## config.mk

```make
export PLATFORM = sky130hd
export DESIGN_NAME = rob
export DESIGN_NICKNAME = d
export VERILOG_FILES = /design/src/rtl/rob.sv
export SDC_FILE = /design/constraint.sdc
export NUM_CORES = 1
export LEC_CHECK = 0
export BUFFER_PORTS_ARGS = -buffer_cell sky130_fd_sc_hd__buf_2
export CAP_MARGIN = 20
export CORE_ASPECT_RATIO = 1.2
export CORE_MARGIN = 5
export CORE_UTILIZATION = 53
export CTS_CLUSTER_DIAMETER = 60
export CTS_CLUSTER_SIZE = 12
export DETAILED_ROUTE_END_ITERATION = 16
export GPL_TIMING_DRIVEN = 0
export PLACE_DENSITY_LB_ADDON = 0.2
export SYNTH_ARGS = -nofsm -noshare
export SYNTH_HDL_FRONTEND = slang
export SYNTH_SLANG_ARGS = --single-unit
export TNS_END_PERCENT = 30
```

## constraint.sdc

```tcl
create_clock -name clk -period 5.4 [get_ports clk]
set_clock_uncertainty 0.1 [all_clocks]
set_input_delay 0.27 -clock clk [delete_from_list [all_inputs] [get_ports clk]]
set_output_delay 0.27 -clock clk [all_outputs]
set_load 0.01 [all_outputs]
```

## src/rtl/rob.sv

```systemverilog
// In-order reorder buffer: allocates renamed instructions, retires one per cycle in program order.
// Optional ROB_STATS_EN adds saturating retire/squash counters.
package rob_pkg;
  localparam int PREG_W = 7;

  typedef struct packed {
    logic              valid;
    logic [PREG_W-1:0] idx;
    logic              ready;
  } p_reg_t;

  typedef struct packed {
    logic   valid;
    p_reg_t rd;
  } rinstr_t;

  typedef struct packed {
    logic valid;
    logic hit;
  } br_result_t;
endpackage

module rob
  import rob_pkg::*;
#(
  parameter int DEPTH    = 16,
  parameter int BR_DEPTH = 4,
  localparam int IDX_W   = $clog2(DEPTH)
) (
  input  logic             clk,
  input  logic             rst_ni,
  input  rinstr_t          rinstr_i,
  input  logic             is_branch_i,
  output logic [IDX_W-1:0] rob_idx_o,
  output logic             rob_full_o,
  output logic             rob_empty_o,
  input  logic             wb_valid_i,
  input  logic [IDX_W-1:0] wb_idx_i,
  input  br_result_t       br_result_i,
  output p_reg_t           p_commit_o
`ifdef ROB_STATS_EN
  ,
  output logic [31:0]      commit_cnt_o,
  output logic [31:0]      flush_cnt_o
`endif
);

  localparam int BR_W  = $clog2(BR_DEPTH);
  localparam int PTR_W = IDX_W + 1;

  logic [PTR_W-1:0] head, tail, count;
  logic [DEPTH-1:0] ent_vld, ent_done, ent_br, ent_res;
  p_reg_t           ent_rd [DEPTH];
  logic [IDX_W-1:0] brq [BR_DEPTH];
  logic [BR_W:0]    brq_head, brq_tail, brq_count;

  logic [IDX_W-1:0] head_idx, tail_idx, br_idx, br_off;
  logic [PTR_W-1:0] br_ptr, head_nxt, tail_nxt, squash_n;
  logic             br_pop, flush, alloc, retire;

  function automatic logic [31:0] sat_add(input logic [31:0] a, input logic [31:0] b);
    logic [32:0] s;
    s = {1'b0, a} + {1'b0, b};
    return s[32] ? '1 : s[31:0];
  endfunction

  always_comb begin
    head_idx    = head[IDX_W-1:0];
    tail_idx    = tail[IDX_W-1:0];
    brq_count   = brq_tail - brq_head;
    rob_full_o  = (count == PTR_W'(DEPTH)) || (brq_count == (BR_W+1)'(BR_DEPTH));
    rob_empty_o = (count == '0);
    rob_idx_o   = tail_idx;

    br_pop = br_result_i.valid && (brq_count != '0);
    br_idx = brq[brq_head[BR_W-1:0]];
    flush  = br_pop && !br_result_i.hit;
    alloc  = rinstr_i.valid && !rob_full_o && !flush;
    // A branch resolving this cycle may retire on the same edge it resolves.
    retire = ent_vld[head_idx] && ent_done[head_idx] &&
             (!ent_br[head_idx] || ent_res[head_idx] || (br_pop && br_idx == head_idx));

    // Distance of the resolving branch from head gives its full wrap-aware pointer.
    br_off   = br_idx - head_idx;
    br_ptr   = head + PTR_W'(br_off);
    squash_n = tail - br_ptr - PTR_W'(1);
    head_nxt = head + PTR_W'(retire);
    tail_nxt = flush ? br_ptr + PTR_W'(1) : tail + PTR_W'(alloc);
  end

  always_ff @(posedge clk or negedge rst_ni) begin
    if (!rst_ni) begin
      head       <= '0;
      tail       <= '0;
      count      <= '0;
      ent_vld    <= '0;
      ent_done   <= '0;
      ent_br     <= '0;
      ent_res    <= '0;
      brq_head   <= '0;
      brq_tail   <= '0;
      p_commit_o <= '0;
    end else begin
      head  <= head_nxt;
      tail  <= tail_nxt;
      count <= flush ? (tail_nxt - head_nxt) : (count + PTR_W'(alloc) - PTR_W'(retire));

      for (int i = 0; i < DEPTH; i++) begin
        if (wb_valid_i && ent_vld[i] && wb_idx_i == IDX_W'(i)) ent_done[i] <= 1'b1;
        if (br_pop && br_idx == IDX_W'(i)) ent_res[i] <= 1'b1;
        // Anything further from head than the mispredicted branch is younger.
        if (flush && (IDX_W'(i) - head_idx) > br_off) ent_vld[i] <= 1'b0;
        if (retire && head_idx == IDX_W'(i)) ent_vld[i] <= 1'b0;
        if (alloc && tail_idx == IDX_W'(i)) begin
          ent_vld[i]  <= 1'b1;
          ent_done[i] <= 1'b0;
          ent_br[i]   <= is_branch_i;
          ent_res[i]  <= 1'b0;
        end
      end

      if (flush) begin
        brq_head <= brq_tail;
      end else begin
        if (br_pop) brq_head <= brq_head + (BR_W+1)'(1);
        if (alloc && is_branch_i) brq_tail <= brq_tail + (BR_W+1)'(1);
      end

      if (retire) begin
        p_commit_o.valid <= ent_rd[head_idx].valid;
        p_commit_o.idx   <= ent_rd[head_idx].idx;
        p_commit_o.ready <= ent_rd[head_idx].valid;
      end else begin
        p_commit_o <= '0;
      end
    end
  end

  always_ff @(posedge clk) begin
    if (alloc) ent_rd[tail_idx] <= rinstr_i.rd;
    if (alloc && is_branch_i) brq[brq_tail[BR_W-1:0]] <= tail_idx;
  end

`ifdef ROB_STATS_EN
  always_ff @(posedge clk or negedge rst_ni) begin
    if (!rst_ni) begin
      commit_cnt_o <= '0;
      flush_cnt_o  <= '0;
    end else begin
      if (retire) commit_cnt_o <= sat_add(commit_cnt_o, 32'd1);
      if (flush) flush_cnt_o <= sat_add(flush_cnt_o, 32'(squash_n));
    end
  end
`endif

endmodule
```

-- Word-level counts from Yosys, hierarchy flattened
Memory sizes are Yosys's and may differ from the RTL's.
Cells that the tools add are included.
- register bits: 94
- RAM bits: 160
- input port bits: 20
- memories: 2
- memories (name ; words ; bits a word ; rd ports ; clocked after Yosys merged registers in ; write ports ; line ; source):
    ent_rd ; 16 ; 9 ; 1 ; 0 ; 1 ; 53 ; p_reg_t ent_rd [DEPTH];
    brq ; 4 ; 4 ; 1 ; 0 ; 1 ; 54 ; logic [IDX_W-1:0] brq [BR_DEPTH];
- $add $sub $neg: 27
- $lt $le $gt $ge: 17
- eq/ne operators: 63
- mux-type cells: 129
- bitwise operators: 1
- reduce and logical (&&, ||, !) cells: 167
- operators with widths (kind ; count):
    4-bit == test (second input constant) ; 32
    1-bit two-way mux ; 120
    1-bit logical AND ; 104
    2-bit nonzero test ; 33
    4-bit by 3-bit == test with 1-bit output (second input constant) ; 16
    4-bit > comparator ; 16
    3-bit nonzero test ; 17
    4-bit by 2-bit == test with 1-bit output (second input constant) ; 8
    4-bit subtractor (first input constant) ; 8
    1-bit binary-select mux with 4-bit select ; 4
    4-bit by 1-bit == test with 1-bit output (second input constant) ; 4
    4-bit zero test ; 4
    3-bit by 4-bit subtractor with 4-bit output (first input constant) ; 4
    5-bit by 1-bit adder with 5-bit output ; 3
    5-bit two-way mux ; 2
    9-bit two-way mux ; 1
    1-bit by 4-bit subtractor with 4-bit output (first input constant) ; 2
    2-bit by 4-bit subtractor with 4-bit output (first input constant) ; 2
    3-bit by 1-bit adder with 3-bit output (second input constant) ; 2
    3-bit two-way mux ; 2
    5-bit by 1-bit adder with 5-bit output (second input constant) ; 1
    5-bit by 4-bit adder with 5-bit output ; 1
    5-bit == test (second input constant) ; 1
    5-bit zero test ; 1
    other kinds (11) ; 16

-- Longest topological paths before layout
- depth after elaboration: 10
- depth in mapped cells: 20
- gate-level depth less buffers: 18

-- Worst setup path before layout
OpenSTA, ideal clock, no wires.
- kind: flip-flop to flip-flop
- start point: register brq_head[0]
- end point: register count[4]
- arrival time: 4.035 ns
- path slack: 1.139 ns
- cell stages (with the launch flop): 19
- path buffers: 2
- cells stage by stage: dfrtp_1 -> clkbuf_1 -> mux4_2 -> inv_1 -> ha_1 -> nor4b_2 -> o211ai_4 -> buf_4 -> inv_1 -> ha_1 -> ha_1 -> xor2_1 -> inv_1 -> ha_1 -> a21o_1 -> a21oi_1 -> xnor2_1 -> xnor2_1 -> mux2i_1
- elaborated cells on any way between the ends: 25
- RTL lines (element ; line ; source):
    start, declared ; 55 ; logic [BR_W:0] brq_head, brq_tail, brq_count;
    start signal, assigned ; 123 ; brq_head <= brq_tail;
    start signal, assigned ; 125 ; if (br_pop) brq_head <= brq_head + (BR_W+1)'(1);
    3-bit subtractor ; 70 ; brq_count = brq_tail - brq_head;
    3-bit nonzero test ; 75 ; br_pop = br_result_i.valid && (brq_count != '0);
    1-bit logical AND ; 75 ;
    1-bit logical AND (*) ; 81 ; (!ent_br[head_idx] || ent_res[head_idx] || (br_pop && br_idx == head_idx));
    1-bit logical OR (*) ; 81 ;
    1-bit logical AND (*) ; 80 ; retire = ent_vld[head_idx] && ent_done[head_idx] &&
    5-bit by 1-bit adder with 5-bit output (*) ; 87 ; head_nxt = head + PTR_W'(retire);
    via head_nxt[2] ; 58 ; logic [PTR_W-1:0] br_ptr, head_nxt, tail_nxt, squash_n;
    5-bit subtractor (*) ; 106 ; count <= flush ? (tail_nxt - head_nxt) : (count + PTR_W'(alloc) - PTR_W'(retire));
    5-bit two-way mux (*) ; 106 ;
    end signal, assigned ; 106 ;
    end, declared ; 51 ; logic [PTR_W-1:0] head, tail, count;
Mark *: on every way through the listed nets, which the timed path passes. The rest lies on a longest branch.
A chain may end at the register's enable or synchronous reset.

-- Worst setup path after layout
- start point: register head[1]
- end point: register count[4]
- cells in the longest elaborated chain, start to end: 9
- elaborated cells on any way between the ends: 23
- RTL lines (element ; line ; source):
    start, declared ; 51 ;
    start signal, assigned ; 104 ; head <= head_nxt;
    1-bit binary-select mux with 4-bit select ; 81 ;
    1-bit two-way mux (not written as such) ; 81 ;
    1-bit zero test ; 81 ;
    1-bit logical OR (2 in a row) ; 81 ;
    1-bit logical AND ; 80 ;
    5-bit by 1-bit adder with 5-bit output (*) ; 87 ;
    via head_nxt[1] ; 58 ;
    5-bit subtractor (*) ; 106 ;
    5-bit two-way mux (*) ; 106 ;
Mark *: on every way through the listed nets, which the timed path passes. The rest lies on a longest branch. The select of a mux whose other input is x is not followed.

==> results by group <==
STA
  – Slew Viols, Final: 0
  – Worst slew pin tran: 1.178 ns
  – Slew HR: 21.50%
  – Final hold vios: 0
  – Worst Slack Setup Final: 0.3396 ns
  – Endpoints failing setup: 0
  – Final Cycle Share: 93.71%
  – RSZ-0062 raised after global routing: false
  – Min cycle time layout: 5.060 ns
  – Achievable Freq: a little under 200 MHz
  – Final TNS setup: 0 ns

CTS
  – Clock transition at the registers of the reported paths: 0.06 ns
  – Num CTS Buffers: 24
  – Max clock buf depth: 3
  – TritonCTS Sinks: about 240
  – Clk_lat worst skew: 0.52 ns
  – H-Tree Depth: 1
  – Root Buffer: clkbuf_16
  – CTS tree: built

Hold path
  – Hold path endpoint: ent_rd[14][8]$_DFFE_PP_
  – Hold Crit Start: rinstr_i[8]
  – Worst Hold Class: in2reg
  – Hold Crit Depth: 1

Setup path
  – CP startpoint kind: flop
  – Slowest CP cell: or4_1
  – Reg-to-reg slack, setup: 0.34 ns
  – Crit-path max FO: 11
  – CP dominant cell by count: inv_1
  – Critical Path AT: 5.34 ns
  – RR Startpoint: head[1]$_DFF_PN0_
  – Reg2reg path depth: 18
  – Cell family with most CP delay: buffers and inverters
  – Crit path required time: around 5.7 ns
  – Crit-path max cell delay: ~0.6 ns
  – Crit. End Element: flop
  – CP bufs+invs: 6
  – Cells along the critical path: buf_2 -> inv_1 -> a311o_1 -> o22ai_1 -> or4_1 -> buf_2 -> o211ai_4 -> buf_4 -> inv_1 -> ha_1 -> ha_1 -> inv_1 -> fa_1 -> a21o_1 -> a21oi_1 -> xnor2_1 -> xnor2_1 -> mux2i_1
  – R2r endpoint: count[4]$_DFF_PN0_
  – Kind of critical path: reg2reg

Logic synthesis
  – Post-synthesis async set-or-reset flop share: 38.98%
  – Post-synth EDFFs: approximately 140
  – Post-synthesis cell area: 0.01156 mm²
  – Synth top area cells: edfxtp_1 37%, dfrtp_1 20%, mux4_2 8.4%, ha_1 7.1%, a21oi_1 2.3%
  – Library cells used by synthesis: 59
  – Syn_area_per_cell: 13.47 µm²
  – Synthesis Warnings: 0
  – Cell taking the most area after synthesis: edfxtp_1
  – Seq/Total Area, Yosys: a little under three fifths
  – Top FF cell, synth: edfxtp_1
  – Gate count after technology mapping: 858
  – #FFs+latches synth: 236
  – Syn Nets: 949
  – Synth top area share: 37.42%

Place
  – Post-DP HPWL: 18.78 mm
  – Dpl ws: roughly 0.36 ns
  – Gpl congestion: between 0.9 and 1
  – Placed cell count: 1169
  – Post-DP Area: roughly 0.012 mm²
  – Number of port buffers: 32

Final layout
  – Layout cells sized above 1: between 10% and 20%
  – Layout fillers: 1711
  – Post-route cell area: 0.01286 mm²
  – N_diodes: 0
  – Final net count: ~1000
  – Area delta synth->final: 11.31%
  – Finished Layout Cells: 1214

Floorplanning
  – Die area: around 0.025 mm²
  – Placement Rows: 59
  – Initial core utilization: 53.61%
  – Core Footprint: 0.02156 mm²
  – Die width: 144.8 µm
  – I/O pins: 35
  – Chip height: around 170 µm

Routing
  – WL/cell: 22.49 µm
  – DRT iter0 DRCs: approximately 500
  – Via-to-Cell Ratio: around 6.0
  – Vias after detailed routing: 7253
  – Final WL: 27.31 mm
  – DRT Pass-1 Iters: 5
  – Post-DRT Antenna Nets: 0
  – # DRC: 0

Outcome
  – Outcome: finished, final reports clean

Global route
  – Gr usage total: a little under a quarter
  – Largest net degree at the start of global routing: 50
  – Total gr overflow: 0
  – Via count of the first global-routing pass: between 7000 and 8000
  – Initial antenna violation count: 0
  – First-pass GRT wire length: 42.35 mm

Job
  – Max_cap viols: 0
[stage by stage]
stage	utilization [%]	hold slack, ns
after floorplan	-	-0.1256
after global placement	55.94	0.3708
after detailed placement	56.34	0.2770
after CTS	59.61	0.02044
after global routing	59.68	0.01906
final	59.68	0.02865
[worst max path at each step]
stage                         endpoint  slack (ns)                    start  depth (start not counted)
floorplan           count[4]$_DFF_PN0_        1.14  brq_head[0]$_DFFE_PN0P_                         18
finish              count[4]$_DFF_PN0_        0.34        head[1]$_DFF_PN0_                         18
global route        count[4]$_DFF_PN0_        0.11        head[1]$_DFF_PN0_                         18
detailed placement  count[4]$_DFF_PN0_        0.36        head[1]$_DFF_PN0_                         18
CTS                 count[4]$_DFF_PN0_        0.33        head[1]$_DFF_PN0_                         18
global placement    count[4]$_DFF_PN0_        0.37        head[1]$_DFF_PN0_                         18
[metal layers]
metal	global-route usage, %	wire length (µm)	up-vias
li1	-	-	3335
met1	28.50	10750	3604
met2	39.00	13720	243
met3	3.198	1539	71
met4	9.412	1296	0
met5	0	0	-
[cells in the mapped netlist, drive strengths merged (13+ instances only)]
cell type / count
clkbuf: 26
nand4: 13
mux2: 17
nor2b: 23
a21oi: 52
a31oi: 22
nand2: 36
nand3b: 14
edfxtp: 144
buf: 22
mux4: 43
inv: 49
ha: 66
nor2: 54
dfrtp: 92
and3: 18
xnor2: 25
o21ai: 19
[sequential cells by signal, summed over array words and instances (netlist names), 5 cells and up]
register and count:
brq 16, ent_br 16, head 5, ent_done 16
ent_vld 16, p_commit_o 8, ent_rd 128, count 5
ent_res 16
[layout by cell type, fill, tap and decap left out, types with 7 or more instances in the layout]
cell / netlist / final
edfxtp_1: 144 / 144
dfrtp_1: 92 / 92
ha_1: 66 / 66
nor2_1: 54 / 54
a21oi_1: 52 / 52
inv_1: 48 / 48
mux4_2: 43 / 43
clkbuf_1: 26 / 41
buf_2: 7 / 38
nand2_1: 36 / 36
xnor2_1: 25 / 25
clkbuf_16: 0 / 24
nor2b_1: 23 / 23
a31oi_1: 22 / 22
o21ai_0: 19 / 19
and3_1: 18 / 18
mux2_2: 17 / 17
nand3b_1: 14 / 14
nand4_1: 13 / 13
o22a_1: 11 / 11
xor2_1: 10 / 10
buf_4: 7 / 9
a21o_1: 9 / 9
o21a_1: 7 / 7
[repair_timing]
action | CTS | global route
hold buffers | 1 | 0
buffers inserted | 0 | 0
hold endpoints to repair | 48 | 0
gates resized for setup | 0 | 0
[final cells by class]
cell class                      instances  area [µm²]  share of cell area, %
Buffer                                 48       230.2                  1.790
Clock buffer                           39       656.9                  5.107
Clock inverter                          4       37.54                 0.2918
Multi-Input combinational cell        525        4526                  35.18
Inverter                               49       183.9                  1.430
Sequential cell                       236        6626                  51.51
Tap cell                              274       342.8                  2.665
Timing Repair Buffer                   39       260.3                  2.023
[cell families (layout without fill, tap and decap cells)]
logic type	after synthesis	after routing	synth area share, %
fa+ha+maj	71	71	8.012
flops	236	236	57.34
compound gates	153	153	8.629
buf+inv	97	179	3.584
simple gates	202	202	9.398
mux	64	64	10.38
xor+xnor	35	35	2.653
Power is left out: the tool's default activity adds up to more than one toggle a clock period on the data nets, which glitch-free logic cannot reach.
